**config.mk**
```make
export PLATFORM = sky130hd
export DESIGN_NAME = inst_encoder
export DESIGN_NICKNAME = d
export VERILOG_FILES = /design/src/rtl/inst_encoder.sv
export SDC_FILE = /design/constraint.sdc
export NUM_CORES = 1
export LEC_CHECK = 0
export CORE_AREA = 8 8 103 87
export CTS_CLUSTER_DIAMETER = 80
export DETAILED_ROUTE_END_ITERATION = 7
export DIE_AREA = 0 0 111 95
export HOLD_SLACK_MARGIN = 0.05
export SLEW_MARGIN = 20
export SYNTH_ARGS = -nofsm -noshare
export SYNTH_HDL_FRONTEND = slang
export SYNTH_SLANG_ARGS = --single-unit
```
**constraint.sdc**
```tcl
create_clock -name clk -period 1.4 [get_ports clk]
set_clock_uncertainty 0.05 [all_clocks]
set_input_delay 0.28 -clock clk [delete_from_list [all_inputs] [get_ports clk]]
set_output_delay 0.28 -clock clk [all_outputs]
set_load 0.1 [all_outputs]
```
**src/rtl/inst_encoder.sv**
```systemverilog
`default_nettype none
// +--------------------------------------------------------------------------+
// | Module   : inst_encoder                                                  |
// | Brief    : Packs instruction fields into 16-bit words and loads them     |
// |            into instruction memory at consecutive addresses.             |
// | Revision : 1.0 - initial release                                         |
// +--------------------------------------------------------------------------+
module inst_encoder #(
    parameter int ADDR_W = 8,
    parameter int DEPTH  = 256
) (
    input  logic              clk,
    input  logic              rst,
    input  logic              start,
    input  logic              in_valid,
    output logic              in_ready,
    input  logic [3:0]        in_op,
    input  logic [3:0]        in_a,
    input  logic [3:0]        in_b,
    input  logic [3:0]        in_c,
    input  logic              in_last,
    output logic              imem_we,
    output logic [ADDR_W-1:0] imem_addr,
    output logic [15:0]       imem_wdata,
    output logic [ADDR_W:0]   count,
    output logic              busy,
    output logic              done,
    output logic              err_illegal,
    output logic              err_overflow
);

    localparam logic [1:0] ST_IDLE   = 2'd0;
    localparam logic [1:0] ST_ACCEPT = 2'd1;
    localparam logic [1:0] ST_WRITE  = 2'd2;
    localparam logic [1:0] ST_FINISH = 2'd3;

    localparam logic [3:0]        OP_COM    = 4'd4;
    localparam logic [3:0]        OP_MAX    = 4'd10;
    localparam logic [ADDR_W-1:0] LAST_ADDR = ADDR_W'(DEPTH - 1);
    localparam logic [ADDR_W-1:0] ADDR_ONE  = ADDR_W'(1);
    localparam logic [ADDR_W:0]   CNT_ONE   = (ADDR_W + 1)'(1);

    logic [1:0]        state_q, state_d;
    logic [ADDR_W-1:0] addr_q, addr_d;
    logic [ADDR_W:0]   count_q, count_d;
    logic [15:0]       word_q, word_d;
    logic              last_q, last_d;
    logic              done_q, done_d;
    logic              ill_q, ill_d;
    logic              ovf_q, ovf_d;

    logic              w_hs;
    logic              w_legal;
    logic              w_at_end;
    logic [15:0]       w_enc;

    assign w_hs     = in_valid && (state_q == ST_ACCEPT);
    assign w_legal  = (in_op <= OP_MAX);
    assign w_at_end = (addr_q == LAST_ADDR);
    // COM has no third operand; its C field is forced to zero.
    assign w_enc    = {in_op, in_a, in_b, (in_op == OP_COM) ? 4'h0 : in_c};

    always_ff @(posedge clk or posedge rst) begin
        if (rst) begin
            state_q <= ST_IDLE;
        end else begin
            state_q <= state_d;
        end
    end

    always_comb begin
        state_d = state_q;
        if (start) begin
            state_d = ST_ACCEPT;
        end else begin
            case (state_q)
                ST_IDLE:   state_d = ST_IDLE;
                ST_ACCEPT: begin
                    if (w_hs) begin
                        if (w_legal) begin
                            state_d = ST_WRITE;
                        end else if (in_last) begin
                            state_d = ST_FINISH;
                        end
                    end
                end
                ST_WRITE:  state_d = (last_q || w_at_end) ? ST_FINISH : ST_ACCEPT;
                ST_FINISH: state_d = ST_IDLE;
                default:   state_d = ST_IDLE;
            endcase
        end
    end

    always_comb begin
        in_ready = (state_q == ST_ACCEPT);
        imem_we  = (state_q == ST_WRITE);
        busy     = (state_q != ST_IDLE);
    end

    always_comb begin
        addr_d  = addr_q;
        count_d = count_q;
        word_d  = word_q;
        last_d  = last_q;
        done_d  = done_q;
        ill_d   = ill_q;
        ovf_d   = ovf_q;
        if (start) begin
            addr_d  = '0;
            count_d = '0;
            word_d  = '0;
            last_d  = 1'b0;
            done_d  = 1'b0;
            ill_d   = 1'b0;
            ovf_d   = 1'b0;
        end else begin
            if (state_q == ST_ACCEPT && w_hs) begin
                if (w_legal) begin
                    word_d = w_enc;
                    last_d = in_last;
                end else begin
                    ill_d = 1'b1;
                end
            end
            // The address saturates at the last word so it can never wrap.
            if (state_q == ST_WRITE) begin
                count_d = count_q + CNT_ONE;
                if (!w_at_end) begin
                    addr_d = addr_q + ADDR_ONE;
                end else if (!last_q) begin
                    ovf_d = 1'b1;
                end
            end
            if (state_d == ST_FINISH) begin
                done_d = 1'b1;
            end
        end
    end

    always_ff @(posedge clk or posedge rst) begin
        if (rst) begin
            addr_q  <= '0;
            count_q <= '0;
            word_q  <= '0;
            last_q  <= 1'b0;
            done_q  <= 1'b0;
            ill_q   <= 1'b0;
            ovf_q   <= 1'b0;
        end else begin
            addr_q  <= addr_d;
            count_q <= count_d;
            word_q  <= word_d;
            last_q  <= last_d;
            done_q  <= done_d;
            ill_q   <= ill_d;
            ovf_q   <= ovf_d;
        end
    end

    assign imem_addr    = addr_q;
    assign imem_wdata   = word_q;
    assign count        = count_q;
    assign done         = done_q;
    assign err_illegal  = ill_q;
    assign err_overflow = ovf_q;

endmodule
`default_nettype wire
```
Word-level counts from Yosys, hierarchy flattened
Index checks and enable logic that the tools add are counted.

storage, ports and cells
  register bits = 39
  word-level logic and storage cells = 62

operators by class
  add/subtract/negate cells = 2
  $lt $le $gt $ge = 1
  equality and inequality tests = 9
  mux-type cells = 27
  reductions and logical operators = 15

operator list
  kind                                                                    count
  16-bit two-way mux                                                      3
  8-bit two-way mux                                                       3
  9-bit two-way mux                                                       2
  1-bit two-way mux                                                       12
  2-bit nonzero test                                                      6
  2-bit two-way mux                                                       5
  9-bit by 1-bit adder with 9-bit output (second input constant)          1
  8-bit by 1-bit adder with 8-bit output (second input constant)          1
  8-bit equality test (second input constant)                             1
  2-bit equality test (second input constant)                             3
  2-bit != test (second input constant)                                   3
  2-bit case mux with 3 select lines                                      1
  2-bit AND reduction                                                     3
  4-bit by 3-bit equality test with 1-bit output (second input constant)  1
  4-bit <= comparator (second input constant)                             1
  4-bit two-way mux                                                       1
  3-bit AND reduction                                                     1
  2-bit by 1-bit equality test with 1-bit output (second input constant)  1
  1-bit logical AND                                                       2
  2-bit zero test                                                         1
  2-bit OR reduction                                                      1
  1-bit logical OR                                                        1

Logic depth before layout (Yosys ltp)
Gate-level depths: netlist (run 1).

  word-level depth = 8
  mapped depth = 6
  mapped depth without buffers = 5

Least setup slack after synthesis (run 1)
No wires, ideal clock.

  path type = register -> register
  start point = register addr_q[0], in the netlist imem_addr[0]
  end point = register addr_q[1], in the netlist imem_addr[1]
  arrival time = 1.990 ns
  required time = 1.218 ns
  path slack = -0.772 ns
  cell stages (with the launch flop) = 6
  buffers on the path = 0
  cells stage by stage = dfrtp_1 ha_1 nand3_1 o21ai_2 mux2i_1 nor2_1

between the ends
  longest elaborated chain between the ends = 4
  elaborated cells between the ends (all ways) = 7

RTL lines
  what                                    RTL line  text
  start: declaration                      44        logic [ADDR_W-1:0] addr_q, addr_d;
  start signal: assignment                150       addr_q <= addr_d;
  8-bit by 1-bit adder with 8-bit output  129       addr_d = addr_q + ADDR_ONE;
  8-bit two-way mux                       128       if (!w_at_end) begin
  8-bit two-way mux                       126       if (state_q == ST_WRITE) begin
  8-bit two-way mux                       108       if (start) begin

Parallel ways exist; a longest one is shown, timed or not. The select of a mux whose other input is x is not followed.
A chain may end at the register's enable or synchronous reset.

Worst setup path after layout (run 1)
  start point = register state_q[1]
  end point = output in_ready

between the ends
  longest elaborated chain between the ends = 1

RTL lines
  what                                            RTL line  text
  start: declaration                              43        logic [1:0] state_q, state_d;
  start signal: assignment                        67        state_q <= state_d;
  2-bit by 1-bit equality test with 1-bit output  95        in_ready = (state_q == ST_ACCEPT);
  end: declaration                                16        output logic in_ready,

No other way between the ends.

==> impl_results.md, run 1 <==
- Drt drc: 0
- Hold crit path type: in2async
- CTS tree: yes
- Worst setup SP type: flop
- Final Max Tran Viols: 0
- H-tree lvl count: 2
- Int Pwr: 1960 µW
- Fin. Hold Viols: 0
- First-pass GRT wire length: roughly 9 mm
- Failing checks: setup timing
- WP data arrival: 1.28 ns
- Chip height: 95 µm
- Synth Area in Adders: around 1.4%
- Multi-input gate area: 877 µm²
- Worst hold slack: approximately 0.30 ns
- Crit path kind: reg2out
- Synth top area share: between 50% and 60%
- Setup WS post-layout: -0.210 ns
- Net Count, Synth: about 180
- Final period util: 115%
- Mux cell area share after synthesis: less than 1%
- Worst Tran Pin Value: around 0.27 ns
- Area of the mapped netlist: roughly 1800 µm²
- Gr usage total: 10.5%
- Drt via density: around 4.5
- M1 WL: around 2.6 mm
- Synth Area in Simple Gates: between 15 and 20%
- Syn avg cell area: 11.5 µm²
- Initial antenna violation count: 0
- Worst-Skew Late Latency: approximately 0.29 ns
- Pre-Repair DR Iteration Count: 4
- P&R area growth vs syn: 98.2%
- CTS Root Buffer Type: clkbuf_8
- Synth Instances: between 150 and 200
- Cell area power density: between 800 and 900 nW/µm²
- Register area share after synthesis: a little under three fifths
- Power, Total: 3020 µW
- Register share of total power: 41.2%
- Initial Util: 24.6%
- Post-synth cell types: between 40 and 50
- NetSw: around 1100 µW
- Standard-cell rows: 28
- YS warnings: 0
- Final setup fails: 36
- CTS Buf Count: 5
- Largest net degree at the start of global routing: 40
- Async S/R FF share, synth: 100%
- Placer Congestion: 0.722
- Area contributors post-synth: dfrtp_1, a22o_1, xor2_1
- Tmin final: ~1.6 ns
- Longest Clk Path Bufs: 2
- Slowest stage cell on the critical path: dfrtp_2
- Most frequent cell after synthesis: dfrtp_1
- Antenna diode count: 0
- Max-Cap Viols: 0
- FILL cells: ~620
- # IOs: 60
- Clk sink count: 39
- Slowest stage delay, CP: 0.45 ns
- Outcome: complete, but fails checks
- Antenna Nets Post-Route: 0
- Peak VDD IR: approximately 0.39 mV
- Post-synthesis register bit count: 39
- Routed WL: 5.46 mm
- Post-DP HPWL: approximately 4 mm
- Horiz. Die Dim: between 100 and 150 µm
- FF+latch area: a little over 1000 µm²
- Rel. slew slack: 81.8%
- Placeable Area: 7180 µm²
- Clock network fraction of total power: between 20% and 30%
- Total grt overflow: 0
- EDFF count, synth: 0
- Complex-gate fraction of the synthesized area: roughly 17%
- Worst path required time: between 1 and 1.5 ns
- Max frequency: 0.621 GHz
- Fraction of layout cells with a size suffix above 1: 51.0%
- Detailed-route via count: roughly 1,600
- Xor/xnor share of the synthesized area: around 6.4%
- Leakage: roughly 0.0015 µW
- Logic pwr share: approximately a third
- Net Sw Frac: around a third
- Met2 wire length: 2.58 mm
- Worst setup EP type: output pin
- Die Area: approximately 11,000 µm²
- Post-DR wirelength/cell: 15.8 µm
- Largest family of logic cells by synthesized area: compound AO/OA/AOI/OAI gates
- NumNets Final: between 200 and 300
- Top Layer Used: met4
- Port bufs: 59
- Cell Chain, Critical Path: and2b_4 > buf_6 > buf_12
- Clock transition at path regs: about 0.080 ns
- Initial DRC count: between 50 and 60
- Vias in the first global route: around 1,800
- Synth area leader: dfrtp_1
- CP Max Fanout: 4
- Setup TNS: -1.61 ns
- Worst-case reg-to-reg path depth: 5
- Final core occ: 48.7%
- Post-synth top cells: dfrtp_1, nor2_1, a22o_1
- Ys flop type: dfrtp_1
- Setup repair after global routing missed its margin: true
- Wire length on met3: about 300 µm
## critical path, delay by kind of cell (launching register included)
kind | cells | cell delay, ns
and+or+nand+nor | 1 | 0.27
buffers and inverters | 2 | 0.26
DFF | 1 | 0.45
## cell families (layout without fill, tap and decap cells)
family	Yosys count	in the layout
AOI/OAI and AO/OA	35	35
xor gates and xnor gates	13	13
adders and majority gates	2	2
buffers and inverters	11	112
DFF	39	39
muxes	1	1
and+or+nand+nor	52	53
## final timing paths
kind                       slack (ns)              to    startpoint
max in group asynchronous        0.76    imem_addr[1]           rst
hold / removal                   0.30        count[4]           rst
setup / recovery                -0.21        in_ready    state_q[1]
min in group clk                 0.39  imem_wdata[12]      in_op[0]
hold reg to reg                  0.52    imem_addr[7]  imem_addr[7]
setup reg to reg                -0.08    imem_addr[6]    state_q[1]
## layout by cell type, fill, tap and decap left out, drive strengths merged, types with 2 or more instances in the layout
| cell | count |
|---|---|
| buf | 79 |
| dfrtp | 39 |
| nor2 | 21 |
| a22o | 17 |
| clkdlybuf4s50 | 17 |
| xor2 | 12 |
| nand2 | 7 |
| clkbuf | 7 |
| nand4 | 6 |
| inv | 5 |
| a21oi | 4 |
| and2 | 4 |
| dlygate4sd2 | 3 |
| o21ai | 3 |
| nand2b | 2 |
| and4b | 2 |
| and3 | 2 |
| o211ai | 2 |
| a31oi | 2 |
| nand3 | 2 |
| o2111ai | 2 |
| ha | 2 |
## power by group through the flow
stage	logic [µW]	clock network [µW]	registers (µW)
floorplan	251	0	1530
global placement	934	0	1260
detailed placement	942	0	1260
CTS	988	771	1240
global route	1080	832	1250
finish	1030	740	1240
## sequential cells by signal (all words and copies together) (netlist names)
signal	count
err_illegal	1
imem_addr	8
done	1
count	9
err_overflow	1
state_q	2
imem_wdata	16
last_q	1
## cell type report
type                    instances  area share, %
repair buffers                 99           39.2
flip-flops and latches         39           29.4
multi-input cells             104           25.1
well taps                      90           3.22
clock buffers                   7           2.18
inverters                       5          0.751
clock inverters                 1          0.143
## per-stage QoR
stage	cell area, µm²	setup slack (ns)	cells
floorplan	1870	-0.190	153
global placement	3090	-0.514	318
detailed placement	3090	-0.544	318
global route	3500	-0.261	345
CTS	3340	-0.237	337
finish	3500	-0.210	345
## per-layer routing
metal	vias up	GRT usage [%]
li1	753	-
met1	761	13.1
met2	34	17.1
met3	2	3.68
met4	0	2.13
met5	-	0
## repair_timing
item / CTS / global route
gates resized for setup: 25 / 20
setup buffers: 11 / 7
gates cloned: 0 / 1
hold buffers: 0 / 0
endpoints found under the setup margin: 34 / 41
pin swaps: 6 / 30
Power figures use the tool's default switching activity.
==> run 2: changes to the inputs <==
ABC_AREA = 1   (was not set)
CORE_AREA = 8 8 109 91   (was 8 8 103 87)
DIE_AREA = 0 0 117 99   (was 0 0 111 95)
SKIP_LAST_GASP = 1   (was not set)
==> impl_results.md, run 2 <==
- Leakage: roughly 0.0016 µW
- Syn avg cell area: between 8 and 9 µm²
- Placeable Area: around 8200 µm²
- Worst Tran Pin Value: 0.272 ns
- Clock transition at path regs: 0.09 ns
- Slowest stage cell on the critical path: dfrtp_1
- First-pass GRT wire length: around 9.6 mm
- Horiz. Die Dim: roughly 120 µm
- CTS Buf Count: 5
- Post-synth cell types: 27
- Total grt overflow: 0
- CP Max Fanout: 2
- Placed instance area: approximately 3300 µm²
- Area contributors post-synth: dfrtp_1, nand2_1, nand3_1
- Largest net degree at the start of global routing: 40
- Post-DR wirelength/cell: ~13 µm
- Longest Clk Path Bufs: 2
- Finished Cell Area: between 3000 and 4000 µm²
- Rel. slew slack: between 80% and 90%
- Post-synth top cells: nand2_1, dfrtp_1, inv_1
- Commonest non-fill, non-tap cells in the layout: nand2_1, buf_12, inv_1, dfrtp_1
- Net Count, Synth: roughly 270
- Final Max Tran Viols: 0
- Register area share after synthesis: 49.1%
- Antenna Nets Post-Route: 0
- Setup repair after global routing missed its margin: true
- Failing checks: setup timing
- Cell area power density: 912 nW/µm²
- Port bufs: 59
- Final setup fails: 3
- Placer Congestion: 0.789
- Worst path required time: around 1.1 ns
- Ys flop type: dfrtp_1
- Crit path kind: reg2out
- Fraction of layout cells with a size suffix above 1: approximately two fifths
- Max-Cap Viols: 0
- NumNets Final: 357
- NetSw: 1110 µW
- CTS tree: yes
- Register share of total power: roughly two fifths
- Max reg flops: 16
- Setup WS post-layout: -0.0512 ns
- Initial DRC count: 75
- YS warnings: 0
- Cell Chain, Critical Path: inv_2 > nand2_4 > inv_8 > buf_12
- Drt drc: 0
- Most common cell after layout, fill and taps aside: nand2_1
- # IOs: 60
- H-tree lvl count: 2
- Gr usage total: between 10% and 20%
- Peak VDD IR: 0.497 mV
- Synth Instances: 246
- Chip height: 99 µm
- Die Area: 11,600 µm²
- Logic pwr share: 31.2%
- Standard-cell rows: 30
- Hold crit path type: in2async
- Synth top area share: between 40% and 50%
- Drt via density: about 4.2
- CP top delay family: flip-flops
- Initial antenna violation count: 0
- Hold buffers post-CTS: 0
- Slowest stage delay, CP: about 0.42 ns
- Worst setup SP type: flop
- Most frequent cell after synthesis: nand2_1
- Routed WL: approximately 5.9 mm
- CTS Root Buffer Type: clkbuf_8
- Post-DP HPWL: about 4.3 mm
- Clk sink count: 39
- Async S/R FF share, synth: 100%
- Final period util: 104%
- Net Sw Frac: ~34%
- Pre-Repair DR Iteration Count: 7
- Worst setup EP type: output pin
- Worst hold slack: approximately 0.28 ns
- Worst-Skew Late Latency: around 0.29 ns
- Initial Util: about 24%
- Vias in the first global route: just under 2,000
- Post-synthesis register bit count: 39
- WP data arrival: around 1.1 ns
- Max frequency: 0.689 GHz
- Outcome: complete, but fails checks
- Synth area leader: dfrtp_1
- CP Buf/Inv Count: 3
- Fin. Hold Viols: 0
- EDFF count, synth: 0
- P&R area growth vs syn: 78.3%
- Tmin final: 1.45 ns
- Clock network fraction of total power: 30.6%
- Area of the mapped netlist: between 1500 and 2000 µm²
- Antenna diode count: 0
- Detailed-route via count: roughly 1,900
- Int Pwr: between 2000 and 2500 µW
## run 2: cell count changes in the layout (fill, tap and decap cells not counted), sizes merged, moves of 3 or more
| cell | previous run | this run |
|---|---|---|
| a22o | 17 | 1 |
| nand3 | 2 | 22 |
| o21ai | 3 | 11 |
| and2 | 4 | 0 |
| dlygate4sd2 | 3 | 0 |
| xor2 | 12 | 0 |
| nand2 | 7 | 97 |
| inv | 5 | 33 |
| buf | 79 | 62 |
## run 2: area by class of cell
| type | instances | area, µm² |
|---|---|---|
| fill | 819 | 4640 |
| timing repair buffer | 82 | 1180 |
| sequential | 39 | 1010 |
| multi-input combinational | 172 | 942 |
| inverter | 33 | 150 |
| tap | 112 | 140 |
| clock buffer | 6 | 82.6 |
| clock inverter | 2 | 35.0 |
| timing repair inverter | 1 | 8.76 |
## run 2: final timing paths
check / from / endpoint / slack [ns] / depth (start not counted)
setup / recovery: state_q[0] / imem_we / -0.05 / 4
hold / removal: rst / count[6] / 0.28 / 3
setup reg to reg: state_q[1] / imem_addr[3] / 0.01 / 9
hold reg to reg: imem_wdata[5] / imem_wdata[5] / 0.49 / 2
max in group asynchronous: rst / imem_addr[0] / 0.78 / 3
min in group clk: start / err_overflow / 0.37 / 3
## run 2: cell families after synthesis
group           share of synthesized area (%)
simple gates                             35.0
flops                                    49.1
buf+inv                                  8.43
compound gates                           6.23
fa+ha+maj                                1.26
## run 2: timing repair
item | 4_1_cts | 5_1_grt
hold endpoints to repair | 0 | 0
resized for setup | 5 | 20
pin swaps | 3 | 5
setup buffers | 6 | 3
endpoints found under the setup margin | 9 | 31
gates cloned | 0 | 2
## run 2: power groups by stage
stage          Clock, µW  Sequential (µW)  Combinational, µW
6_report             988             1240               1010
5_1_grt             1070             1240               1070
4_1_cts             1030             1240                976
3_5_place_dp           0             1260                953
3_3_place_gp           0             1260                949
2_1_floorplan          0             1540                280
## run 2: worst min-delay path: stages
cell and delay (ns):
clkdlybuf4s50_1 0.39, inv_1 0.09, buf_12 0.24
## run 2: stage by stage
stage / instances / power, µW / utilization (%) / TNS (ns) / setup slack (ns)
2_1_floorplan: 246 / 1820 / - / -0.604 / -0.0875
3_3_place_gp: 429 / 2210 / 40.1 / -4.56 / -0.236
6_report: 447 / 3230 / 43.3 / -0.0810 / -0.0512
5_1_grt: 447 / 3380 / 43.3 / -0.885 / -0.107
4_1_cts: 442 / 3250 / 42.2 / -0.137 / -0.0638
3_5_place_dp: 429 / 2210 / 40.1 / -5.43 / -0.253
## run 2: layer usage
| metal | track usage [%] | vias to the layer above | share of wire (%) |
|---|---|---|---|
| li1 | - | 952 | - |
| met1 | 12.9 | 885 | 45 |
| met2 | 16.9 | 46 | 47 |
| met3 | 3.79 | 5 | 6.8 |
| met4 | 2.36 | 0 | 0.52 |
| met5 | 0 | - | 0 |
